## config.mk

```make
export PLATFORM = sky130hd
export DESIGN_NAME = fp_mant_mul_seq
export DESIGN_NICKNAME = d
export VERILOG_FILES = /design/src/rtl/fp_pkg.sv /design/src/rtl/onebit_mul_step.sv /design/src/rtl/fp_mant_mul_seq.sv
export SDC_FILE = /design/constraint.sdc
export NUM_CORES = 1
export LEC_CHECK = 0
export CAP_MARGIN = 10
export CORE_ASPECT_RATIO = 1.5
export CORE_UTILIZATION = 40
export CTS_CLUSTER_DIAMETER = 40
export CTS_CLUSTER_SIZE = 16
export DETAILED_ROUTE_END_ITERATION = 10
export REMOVE_ABC_BUFFERS = 1
export SLEW_MARGIN = 40
export SYNTH_ARGS = -nofsm -noshare
export SYNTH_HDL_FRONTEND = slang
export SYNTH_SLANG_ARGS = --single-unit
```

## constraint.sdc

```tcl
create_clock -name in_clk -period 5.1 [get_ports in_clk]
set_clock_uncertainty 0.2 [all_clocks]
set_input_delay 1.53 -clock in_clk [delete_from_list [all_inputs] [get_ports in_clk]]
set_output_delay 1.53 -clock in_clk [all_outputs]
set_load 0.02 [all_outputs]
```

## src/rtl/fp_pkg.sv

```systemverilog
// Shared definitions for the floating-point mantissa datapaths: default
// mantissa width, derived product width and the sequencer state encoding.
package fp_pkg;

    // Mantissa width including the hidden bit.
    localparam int MANT_W_DEF = 24;

    // Full double-width product of two mantissas.
    localparam int PROD_W_DEF = 2 * MANT_W_DEF;

    // Sequencer states shared by the one-bit-per-cycle mantissa units.
    typedef enum logic [1:0] {
        IDLE = 2'd0,
        CALC = 2'd1,
        DONE = 2'd2
    } state_e;

endpackage : fp_pkg

```

## src/rtl/onebit_mul_step.sv

```systemverilog
// One radix-2 shift-add multiplication step: conditionally add the
// multiplicand into the upper accumulator half, then shift the whole
// {carry, acc_hi, p_lo} word right by one bit.
module onebit_mul_step
    import fp_pkg::*;
#(
    parameter int MANT_W = MANT_W_DEF
) (
    input  logic [MANT_W-1:0] i_multiplicand,
    input  logic [MANT_W-1:0] i_acc_hi,
    input  logic [MANT_W-1:0] i_p_lo,
    output logic [MANT_W-1:0] o_acc_hi,
    output logic [MANT_W-1:0] o_p_lo
);

    logic [MANT_W-1:0] w_addend;
    logic [MANT_W:0]   w_sum;

    // Add-then-shift; the carry out of the add becomes the new MSB.
    always_comb begin
        w_addend = {MANT_W{1'b0}};
        if (i_p_lo[0]) begin
            w_addend = i_multiplicand;
        end else begin
            w_addend = {MANT_W{1'b0}};
        end
        w_sum    = {1'b0, i_acc_hi} + {1'b0, w_addend};
        o_acc_hi = w_sum[MANT_W:1];
        o_p_lo   = {w_sum[0], i_p_lo[MANT_W-1:1]};
    end

endmodule : onebit_mul_step

```

## src/rtl/fp_mant_mul_seq.sv

```systemverilog
// Sequential radix-2 mantissa multiplier. Retires one multiplier bit per
// cycle, then publishes the raw product together with a normalised
// mantissa and guard/round/sticky bits for the rounder.
module fp_mant_mul_seq
    import fp_pkg::*;
#(
    parameter int MANT_W = MANT_W_DEF
) (
    input  logic                  in_clk,
    input  logic                  in_rst,
    input  logic                  in_start,
    input  logic [MANT_W-1:0]     in_multiplicand,
    input  logic [MANT_W-1:0]     in_multiplier,
    output logic                  out_busy,
    output logic                  out_done,
    output logic [2*MANT_W-1:0]   out_product,
    output logic [MANT_W-1:0]     out_mant,
    output logic                  out_norm,
    output logic                  out_guard,
    output logic                  out_round,
    output logic                  out_sticky
);

    localparam int PROD_W = 2 * MANT_W;
    localparam int CNT_W  = $clog2(MANT_W + 1);
    localparam logic [CNT_W-1:0] LAST_STEP = CNT_W'(MANT_W - 1);

    state_e              r_state;
    state_e              w_state_nxt;
    logic                w_load;
    logic                w_step;
    logic                w_last;

    logic [MANT_W-1:0]   r_a;
    logic [MANT_W-1:0]   r_acc;
    logic [MANT_W-1:0]   r_plo;
    logic [CNT_W-1:0]    r_cnt;
    logic [MANT_W-1:0]   w_acc_nxt;
    logic [MANT_W-1:0]   w_plo_nxt;
    logic [PROD_W-1:0]   w_prod_nxt;

    logic [MANT_W-1:0]   w_mant;
    logic                w_norm;
    logic                w_guard;
    logic                w_round;
    logic                w_sticky;

    logic                r_busy;
    logic                r_done;
    logic [PROD_W-1:0]   r_product;
    logic [MANT_W-1:0]   r_mant;
    logic                r_norm;
    logic                r_guard;
    logic                r_round;
    logic                r_sticky;

    onebit_mul_step #(
        .MANT_W         (MANT_W)
    ) u_step (
        .i_multiplicand (r_a),
        .i_acc_hi       (r_acc),
        .i_p_lo         (r_plo),
        .o_acc_hi       (w_acc_nxt),
        .o_p_lo         (w_plo_nxt)
    );

    // Sequencer state register.
    always_ff @(posedge in_clk) begin
        if (in_rst) begin
            r_state <= IDLE;
        end else begin
            r_state <= w_state_nxt;
        end
    end

    // Next-state and datapath control; start is only looked at in IDLE.
    always_comb begin
        w_state_nxt = r_state;
        w_load      = 1'b0;
        w_step      = 1'b0;
        w_last      = 1'b0;
        case (r_state)
            IDLE: begin
                if (in_start) begin
                    w_load      = 1'b1;
                    w_state_nxt = CALC;
                end else begin
                    w_state_nxt = IDLE;
                end
            end
            CALC: begin
                w_step = 1'b1;
                if (r_cnt == LAST_STEP) begin
                    w_last      = 1'b1;
                    w_state_nxt = DONE;
                end else begin
                    w_state_nxt = CALC;
                end
            end
            DONE: begin
                w_state_nxt = IDLE;
            end
            default: begin
                w_state_nxt = IDLE;
            end
        endcase
    end

    // Operand capture, accumulator/multiplier shift register and step counter.
    always_ff @(posedge in_clk) begin
        if (in_rst) begin
            r_a   <= {MANT_W{1'b0}};
            r_acc <= {MANT_W{1'b0}};
            r_plo <= {MANT_W{1'b0}};
            r_cnt <= {CNT_W{1'b0}};
        end else if (w_load) begin
            r_a   <= in_multiplicand;
            r_acc <= {MANT_W{1'b0}};
            r_plo <= in_multiplier;
            r_cnt <= {CNT_W{1'b0}};
        end else if (w_step) begin
            r_acc <= w_acc_nxt;
            r_plo <= w_plo_nxt;
            r_cnt <= r_cnt + CNT_W'(1);
        end else begin
            r_a   <= r_a;
            r_acc <= r_acc;
            r_plo <= r_plo;
            r_cnt <= r_cnt;
        end
    end

    // Normalise the product produced by the final step: pick the mantissa
    // window by the product MSB and collect the bits below it.
    always_comb begin
        w_prod_nxt = {w_acc_nxt, w_plo_nxt};
        w_norm     = 1'b0;
        w_mant     = {MANT_W{1'b0}};
        w_guard    = 1'b0;
        w_round    = 1'b0;
        w_sticky   = 1'b0;
        if (w_prod_nxt[PROD_W-1]) begin
            w_norm   = 1'b1;
            w_mant   = w_prod_nxt[PROD_W-1:MANT_W];
            w_guard  = w_prod_nxt[MANT_W-1];
            w_round  = w_prod_nxt[MANT_W-2];
            w_sticky = |w_prod_nxt[MANT_W-3:0];
        end else begin
            w_norm   = 1'b0;
            w_mant   = w_prod_nxt[PROD_W-2:MANT_W-1];
            w_guard  = w_prod_nxt[MANT_W-2];
            w_round  = w_prod_nxt[MANT_W-3];
            w_sticky = |w_prod_nxt[MANT_W-4:0];
        end
    end

    // Result registers: loaded on the last step so they are valid with done,
    // and held until the next completion or reset.
    always_ff @(posedge in_clk) begin
        if (in_rst) begin
            r_product <= {PROD_W{1'b0}};
            r_mant    <= {MANT_W{1'b0}};
            r_norm    <= 1'b0;
            r_guard   <= 1'b0;
            r_round   <= 1'b0;
            r_sticky  <= 1'b0;
        end else if (w_last) begin
            r_product <= w_prod_nxt;
            r_mant    <= w_mant;
            r_norm    <= w_norm;
            r_guard   <= w_guard;
            r_round   <= w_round;
            r_sticky  <= w_sticky;
        end else begin
            r_product <= r_product;
            r_mant    <= r_mant;
            r_norm    <= r_norm;
            r_guard   <= r_guard;
            r_round   <= r_round;
            r_sticky  <= r_sticky;
        end
    end

    // Status flags: busy follows the next state, done pulses in the DONE cycle.
    always_ff @(posedge in_clk) begin
        if (in_rst) begin
            r_busy <= 1'b0;
            r_done <= 1'b0;
        end else begin
            r_busy <= (w_state_nxt != IDLE);
            r_done <= w_last;
        end
    end

    assign out_busy    = r_busy;
    assign out_done    = r_done;
    assign out_product = r_product;
    assign out_mant    = r_mant;
    assign out_norm    = r_norm;
    assign out_guard   = r_guard;
    assign out_round   = r_round;
    assign out_sticky  = r_sticky;

endmodule : fp_mant_mul_seq

```

==> impl_results.md <==
* Critical path, cell by cell: buf_4, clkdlybuf4s50_1
* Clock root cell: clkbuf_16
* EDFF count, synth at 0
* Clock-pin slew on the worst setup and hold paths at ~60 ps
* Cell total after placement at approximately 1,300
* Placement Rows at 60
* Initial Utilization at 41.3%
* Final period util at between 70% and 80%
* Largest net degree at the start of global routing at a little over 80
* Grt ovf at 0
* Worst Setup Slack, final at about 1500 ps
* CP max stage delay at between 600 and 700 ps
* WHS Path Cells at 2
* Max Freq at ~0.28 GHz
* Initial antenna violation count at 1
* Total track usage at between 20% and 30%
* Peak supply drop at around 160 uV
* Ys flop type: dfxtp_1
* CP endpoint kind: primary output
* Ports at approximately 130
* Clk_lat worst skew at approximately 430 ps
* Drt via density at around 5.1
* Post_cts resized at 0
* Worst EP required at roughly 3400 ps
* Syn Inst Count at roughly 960
* Worst reg2reg startpoint: r_plo[0]$_SDFFE_PP0P_
* Area delta synth->final at 27.0%
* Antenna Violating Nets Remaining at 0
* FF-to-FF setup slack at 1510 ps
* Synth top area share at 41.5%
* Post-route DRC at 0
* Yosys synthesis warning count at 0
* Total power at approximately 2.8 mW
* Number of iterations in the first detailed-routing pass at 4
* Sequential area share after synthesis at between 40% and 50%
* Mean Syn Cell Area at 7.75 sq um
* Final cell count without fillers at 1,321
* Die W at between 100 and 150 um
* Max Cap Viol at 0
* Setup violations, final at 0
* WP buf/inv at 2
* Vias in the first global route at roughly 6,500
* Die Y at 169 um
* Die area at around 19,000 sq um
* Ys async rst share at 0%
* First-pass GRT wire length at between 30,000 and 40,000 um
* Origin of the worst setup path: r_state[1]$_SDFF_PP0_
* Unrepaired setup endpoints after global routing: false
* Worst Path Arrival at about 1900 ps
* Synth area leaders: dfxtp_1 42%, nand2_1 10%, a21oi_1 9.1%, nor2_1 6.4%, ha_1 4.2%
* Post-DP Area at 8860 sq um
* Reg2reg end: out_mant[13]$_SDFFE_PP0P_
* CTS tree: done
* WL per Instance at around 15 um
* Layout Nets at about 1,100
* CP max-delay cell: clkdlybuf4s50_1
* FF-to-FF path depth at 13
* Max Root-Sink Buffers at 2
* Critical path fanouts, max at 24
* Routed WL at just under 20,000 um
* Initial drt markers at 282
* Share of cells above drive strength 1 at under 10%
* CP top delay family: buffers and inverters
* Post-synthesis register bit count at approximately 160
* Post-Place Worst Slack at between 1500 and 2000 ps
* Setup Buffers After CTS at 0
* Pwr Density at slightly below 300 nW/um^2
* Clock sink count at around 160
* Hold EP: r_a[3]$_SDFFE_PP0P_
* Htree depth at 4
* Final Hold Viols at 0
* Area of the mapped netlist at roughly 7500 sq um
* Port Buffers at 128
* Vias at roughly 6,700
* Synth unique cells at 62
* Final Cell Area at roughly 9500 sq um
* Leakage at 3.51 nW
* Fin crit period at between 3000 and 4000 ps
* CP Launch Type: flop
* Rel. slew slack at between 50% and 60%
* Synth area leader: dfxtp_1
* Status: complete, no violations
* Final Max Slew Viols at 0
* Crit Path Category: reg -> out
* Hpwl dp at roughly 14,000 um
* Final setup TNS at 0 ps
* Worst slew pin tran at a little over 700 ps
* Gp weighted congestion at 0.865
* Core Area at roughly 18,000 sq um
* Post-CTS Hold Fix Bufs at 0
* Worst min path class: reg -> reg
* Hold Path Origin: r_a[3]$_SDFFE_PP0P_
* Total CTS buffers at 17
-- cell type report --
class	instances	area, sq um
antenna	1	2.50
clock buffer	18	439
clock inverter	14	160
fill	1797	8610
inverter	26	97.6
multi-input combinational	717	3980
sequential	155	3100
tap	248	310
timing repair buffer	142	1400
-- power breakdown --
group / leakage, nW / switching [mW] / internal [mW]
Sequential: 1.26 / 0.0281 / 1.25
Combinational: 1.96 / 0.141 / 0.0980
Clock: 0.286 / 0.546 / 0.745
Total: 3.51 / 0.715 / 2.09
-- layer usage --
layer | GRT usage, % | wire length, um
met4 | 8.75 | 412
met5 | 0 | 0
met3 | 4.75 | 851
met2 | 39.9 | 10300
met1 | 23.7 | 8290
-- metrics by stage --
| step | util (%) | hold WS (ps) |
|---|---|---|
| finish | 52.4 | 250 |
| global route | 52.4 | 268 |
| CTS | 52.3 | 254 |
| detailed placement | 49.0 | 246 |
| global placement | 49.0 | 240 |
| floorplan | - | 226 |
-- Yosys cell counts, types with 3 or more instances --
master	n
dfxtp_1	155
buf_4	8
and2_1	26
xnor2_1	12
o31ai_1	4
a21oi_1	136
mux2i_1	22
nand2_1	205
a211o_1	3
nor2b_1	3
nor3_1	31
ha_1	25
o21a_1	5
o21ai_1	5
nor2_1	128
nor4_1	4
xor2_1	10
nand3_1	6
clkbuf_1	46
nand2b_1	4
inv_1	26
buf_1	6
buf_6	3
nand4_1	7
a21o_1	7
a211oi_1	28
-- cell usage in the layout, fill, tap and decap left out, drive strengths merged, types with 25 or more instances in the layout --
cell type	n
nor3	32
and2	26
dfxtp	155
a21oi	138
a211oi	30
nor2	128
clkdlybuf4s50	127
inv	32
ha	25
nand2	205
-- worst reg2reg max path, cell delays in order (launching register included) --
cell      delay (ps)
dfxtp_1          420
buf_4            260
and2_1           160
ha_1             200
fa_1             240
a211oi_1         100
o211a_1          260
nor3_2           190
o21a_1           210
o21ai_2          110
a21oi_4          440
buf_4            310
mux2i_1          230
a211oi_1          90
-- state kept, by name (all words and copies together), names as in the netlist, 2 cells and up --
register     flops
out_mant        24
out_product     48
r_a             24
r_acc           24
r_cnt            5
r_plo           24
r_state          2
-- logic make-up (layout without fill, tap and decap cells) --
kind of cell | count (synthesis) | in the layout | synth area share (%)
AO/OA/AOI/OAI | 218 | 218 | 18.2
other | 0 | 1 | 0
flip-flops | 155 | 155 | 41.5
adder cells (fa/ha/maj) | 26 | 26 | 4.46
AND/OR/NAND/NOR | 426 | 426 | 24.2
XOR/XNOR | 24 | 24 | 3.02
buffers and inverters | 92 | 200 | 5.43
multiplexers | 23 | 23 | 3.10
-- worst max path at each step --
stage | to | slack (ps) | cells after the start
floorplan | out_mant[2]$_SDFFE_PP0P_ | -140 | 4
global placement | out_mant[12]$_SDFFE_PP0P_ | 1600 | 13
detailed placement | out_mant[11]$_SDFFE_PP0P_ | 1500 | 13
CTS | out_done | 1420 | 2
global route | out_mant[13]$_SDFFE_PP0P_ | 1260 | 13
finish | out_done | 1470 | 2
No activity file was read; power rests on OpenSTA's default activity.
==> edit 1: new RTL, config.mk and constraints unchanged <==
Register the inputs `in_start`, `in_multiplicand` and `in_multiplier` before use. The logic sees them one clock later.
--- a/src/rtl/fp_mant_mul_seq.sv
+++ b/src/rtl/fp_mant_mul_seq.sv
@@ -26,4 +26,14 @@
     localparam logic [CNT_W-1:0] LAST_STEP = CNT_W'(MANT_W - 1);
 
+    logic in_start_q;
+    logic [MANT_W-1:0] in_multiplicand_q;
+    logic [MANT_W-1:0] in_multiplier_q;
+
+    always_ff @(posedge in_clk) begin
+        in_start_q        <= in_start;
+        in_multiplicand_q <= in_multiplicand;
+        in_multiplier_q   <= in_multiplier;
+    end
+
     state_e              r_state;
     state_e              w_state_nxt;
@@ -82,5 +92,5 @@
         case (r_state)
             IDLE: begin
-                if (in_start) begin
+                if (in_start_q) begin
                     w_load      = 1'b1;
                     w_state_nxt = CALC;
@@ -115,7 +125,7 @@
             r_cnt <= {CNT_W{1'b0}};
         end else if (w_load) begin
-            r_a   <= in_multiplicand;
+            r_a   <= in_multiplicand_q;
             r_acc <= {MANT_W{1'b0}};
-            r_plo <= in_multiplier;
+            r_plo <= in_multiplier_q;
             r_cnt <= {CNT_W{1'b0}};
         end else if (w_step) begin
Check against the original RTL: not equivalent (a bounded check fails within 4 cycles, from zero or initial values and one cycle with in_rst high).
==> edit 1 against the original RTL <==
- total power rose by 27%
- synthesized area up 16%
- final area increased by 14%
- non-clock buffer count down 5
- sequential cell count up 49
- wire length up 20%
- hold slack lost 18 ps
- first-iteration DRC count grew 73%
- critical path depth grew 9
- clock power up 29%
- setup slack got worse by 35 ps
- critical path type is now reg -> reg
- highest routed layer unchanged
==> edit 1: results (changes against the original RTL) <==
drt:
  viasPerCell: 5.267  # +4.0%
  wire_per_inst_um: 17.13  # +14%
  drt_iter0_drc: 487  # +73%
  m1WireLength_mm: 9.297  # +12%
  met2WireLength_mm: 12.46  # +22%
  dr.pass1.iters: 7  # +3
  wl_met3_mm: 1.221  # +43%
worst_setup_path:
  worstRegToRegCells: 11  # -2
  critPathMaxFanout: 25  # +4.2%
  cp.arrival_ps: 3890  # +1990 ps
  slowest_stage: "dfxtp_1"
  worst_path_largest_cell_delay_ps: 710  # +50 ps
  regToRegEndpoint: "out_mant[17]"
pwr:
  p_total_mw: 3.551  # +27%
  sw_frac_of_total_pct: 24.73  # -0.77 points
  vdd_drop_max_mv: 0.3269  # +110%
  powerClk_mw: 1.67  # +29%
  pg_comb_mw: 0.200  # -16%
global_route:
  grt_pass1_vias: 7314  # +12%
  antenna_found_initial: 0  # -1
  grtUsageMet3_pct: 4.219  # -0.53 points
  met2_usage_pct: 40.11  # +0.24 points
  track_usage_pct: 21.74  # +0.096 points
  grt_first_pass_wirelength_mm: 38.11  # +16%
synth:
  ys_top_cells_by_area: "dfxtp_1 47%, nand2_1 10%, a21oi_1 7.1%"
  syn_inst: 1008  # +4.6%
  synth_xor_area_share_pct: 2.011  # -1.0 points
  synth_cell_types: 66  # +6.5%
  synth_mux_area_share_pct: 0.4774  # -2.6 points
  yosys-top-cells-count: "232 x nand2_1, 204 x dfxtp_1, 123 x a21oi_1, 53 x nor2_1, 41 x clkbuf_1"
  synth-seq-area-share_pct: 47.22  # +5.7 points
  synth-adder-area-share_pct: 3.848  # -0.61 points
hold_path:
  whs_endpoint: "r_a[0]"
  hp-start: "in_multiplicand_q[0]"
place:
  place_inst: 1345  # +4.5%
cells_and_area:
  nets: 1180  # +3.9%
  antenna_cells: 0  # -1
cts:
  clk-insertion-delay-late_ps: 510  # +80 ps
  clock_path_buffers: 3  # +1
  ctsHtreeMaxLevel: 1  # -3
outcome:
  status: "finished clean"
timing:
  slew_headroom_pct: 47.90  # -3.8 points
edit 1: changes by cell type in the layout (fill, tap and decap cells not counted), moves of 13 or more:
cell and delta:
a211oi_1 -21, nand2_2 +14, nor2_1 -75, a21oi_1 -13
a311oi_2 +15, nand3_1 +18, o22ai_1 +23, a221oi_1 +23
nor3_1 -24, mux2i_1 -19, dfxtp_1 +49, nand2_1 +24
edit 1: area by class of cell:
type	instances	area [sq um]
fillers	2064	10320
multi-input cells	704	4140
flip-flops and latches	204	4084
repair buffers	137	1359
clock buffers	29	649.4
well taps	268	335.3
clock inverters	15	140.1
inverters	32	120.1
edit 1: worst max-delay path by stage:
stage	cells past startpoint	start	slack, ps	endpoint
4_1_cts	11	r_plo[0]	1390	out_mant[15]
6_report	11	r_plo[0]	1430	out_mant[17]
5_1_grt	11	r_plo[0]	930	out_mant[17]
2_1_floorplan	5	r_state[0]	870	out_guard
3_3_place_gp	11	r_plo[0]	1440	out_mant[17]
3_5_place_dp	11	r_plo[0]	1390	out_mant[15]
==> edit 2: new RTL, config.mk and constraints unchanged <==
Made on the original files. The package constant `MANT_W_DEF` goes from 24 to 36.
--- a/src/rtl/fp_pkg.sv
+++ b/src/rtl/fp_pkg.sv
@@ -4,5 +4,5 @@
 
     // Mantissa width including the hidden bit.
-    localparam int MANT_W_DEF = 24;
+    localparam int MANT_W_DEF = 36;
 
     // Full double-width product of two mantissas.
Ports: changed (resized in_multiplicand, in_multiplier, out_mant and out_product); port bits go from 129 to 189. The function was not compared with the original's and may differ.
==> edit 2 against the original RTL <==
- the run now ends with design-rule violations left
- sequential cell count increased by 74
- register-to-register slack got worse by 140 ps
- total power increased by 63%
- final area increased by 52%
- largest cell class unchanged
- die area increased by 49%
- count of clock-buffer cells in the layout increased by 20
- combinational power increased by 51%
- synthesized area increased by 50%
- synthesized cell count increased by 52%
- setup slack got worse by 96 ps
- wire length increased by 61%
==> edit 2: results (changes against the original RTL) <==
pwr:
  p_leak_nw: 5.385  # +53%
  vdd_drop_max_mv: 0.2414  # +55%
worst_setup_path:
  slowest_stage: "a21oi_4"
  critPathMaxFanout: 19  # -21%
  worst_path_largest_cell_delay_ps: 640  # -20 ps
  crit_family: "compound AO/OA/AOI/OAI gates"
synth:
  ys_top_cells_by_area: "dfxtp_1 41%, nand2_1 10%, a21oi_1 9.7%"
  yosys-top-cells-count: "301 x nand2_1, 229 x dfxtp_1, 216 x a21oi_1, 175 x nor2_1, 84 x clkbuf_1"
  synth_cell_types: 58  # -6.5%
  synth_compound_area_share_pct: 19.28  # +1.0 points
  synth_mux_area_share_pct: 2.861  # -0.24 points
  synth_xor_area_share_pct: 2.738  # -0.28 points
cells_and_area:
  nets: 1715  # +51%
  antenna_cells: 0  # -1
  n_fill_cell: 2654  # +48%
  utilization_pct: 52.63  # +0.21 points
global_route:
  track_usage_pct: 22.70  # +1.1 points
  grt_pass1_vias: 10239  # +57%
  grtUsageMet1_pct: 25.37  # +1.7 points
  met2_usage_pct: 42.28  # +2.4 points
  grt_max_degree: 85  # +3.7%
  grt_first_pass_wirelength_mm: 52.67  # +61%
  antenna_found_initial: 0  # -1
timing:
  holdWs_ps: 249.5  # -0.4830 ps
  slew_headroom_pct: 49.09  # -2.7 points
outcome:
  violations: "design-rule violations"
  status: "complete, but fails checks"
place:
  dpl.hpwl_mm: 21.77  # +58%
  dp_slack_ps: 1305  # -198.1 ps
  numPortBuffers: 188  # +47%
drt:
  dr.pass1.iters: 9  # +5
  met2WireLength_mm: 16.18  # +58%
  drt_iter0_drc: 447  # +59%
  drt_wl_total_mm: 31.98  # +61%
  wl_met3_mm: 1.754  # +110%
  drc: 13  # +13
cts:
  cts_buffers: 34  # +17
[edit 2: cell count changes in the layout (fill, tap and decap cells not counted), sizes merged, moves of 11 or more]
cell / unedited run / this run
nand2: 205 / 301
a21oi: 138 / 219
dfxtp: 155 / 229
clkdlybuf4s50: 127 / 187
nor2: 128 / 175
nor2b: 3 / 39
clkbuf: 18 / 38
inv: 32 / 17
and2: 26 / 40
a211oi: 30 / 42
a21o: 9 / 21
ha: 25 / 37
o21ai: 8 / 20
nand3: 6 / 17
[edit 2: worst paths after layout]
kind                  from        end  slack, ps  cells past startpoint
setup / recovery  r_plo[0]  out_guard       1370                     12
hold / removal     r_a[32]    r_a[32]        250                      2
setup reg to reg  r_plo[0]  out_guard       1370                     12
hold reg to reg    r_a[32]    r_a[32]        250                      2
[edit 2: where the power goes]
part | total [mW] | internal (mW) | switching [mW]
Sequential | 1.89 | 1.84 | 0.0486
Combinational | 0.360 | 0.152 | 0.208
Clock | 2.33 | 1.41 | 0.915
Total | 4.58 | 3.41 | 1.17
[edit 2: per-stage QoR]
| stage | cells | setup TNS, ps | total power [mW] |
|---|---|---|---|
| floorplan | 1357 | -252100 | 2.112 |
| global placement | 1908 | 0 | 2.288 |
| detailed placement | 1908 | 0 | 2.291 |
| CTS | 1969 | 0 | 4.635 |
| global route | 1969 | 0 | 4.757 |
| finish | 1969 | 0 | 4.579 |
[edit 2: area by class of cell]
| class | instances | share of cell area [%] |
|---|---|---|
| Clock inverter | 23 | 1.570 |
| Sequential cell | 229 | 31.79 |
| Clock buffer | 38 | 6.288 |
| Timing Repair Buffer | 209 | 14.41 |
| Inverter | 9 | 0.2342 |
| Multi-Input combinational cell | 1119 | 42.74 |
| Tap cell | 342 | 2.966 |
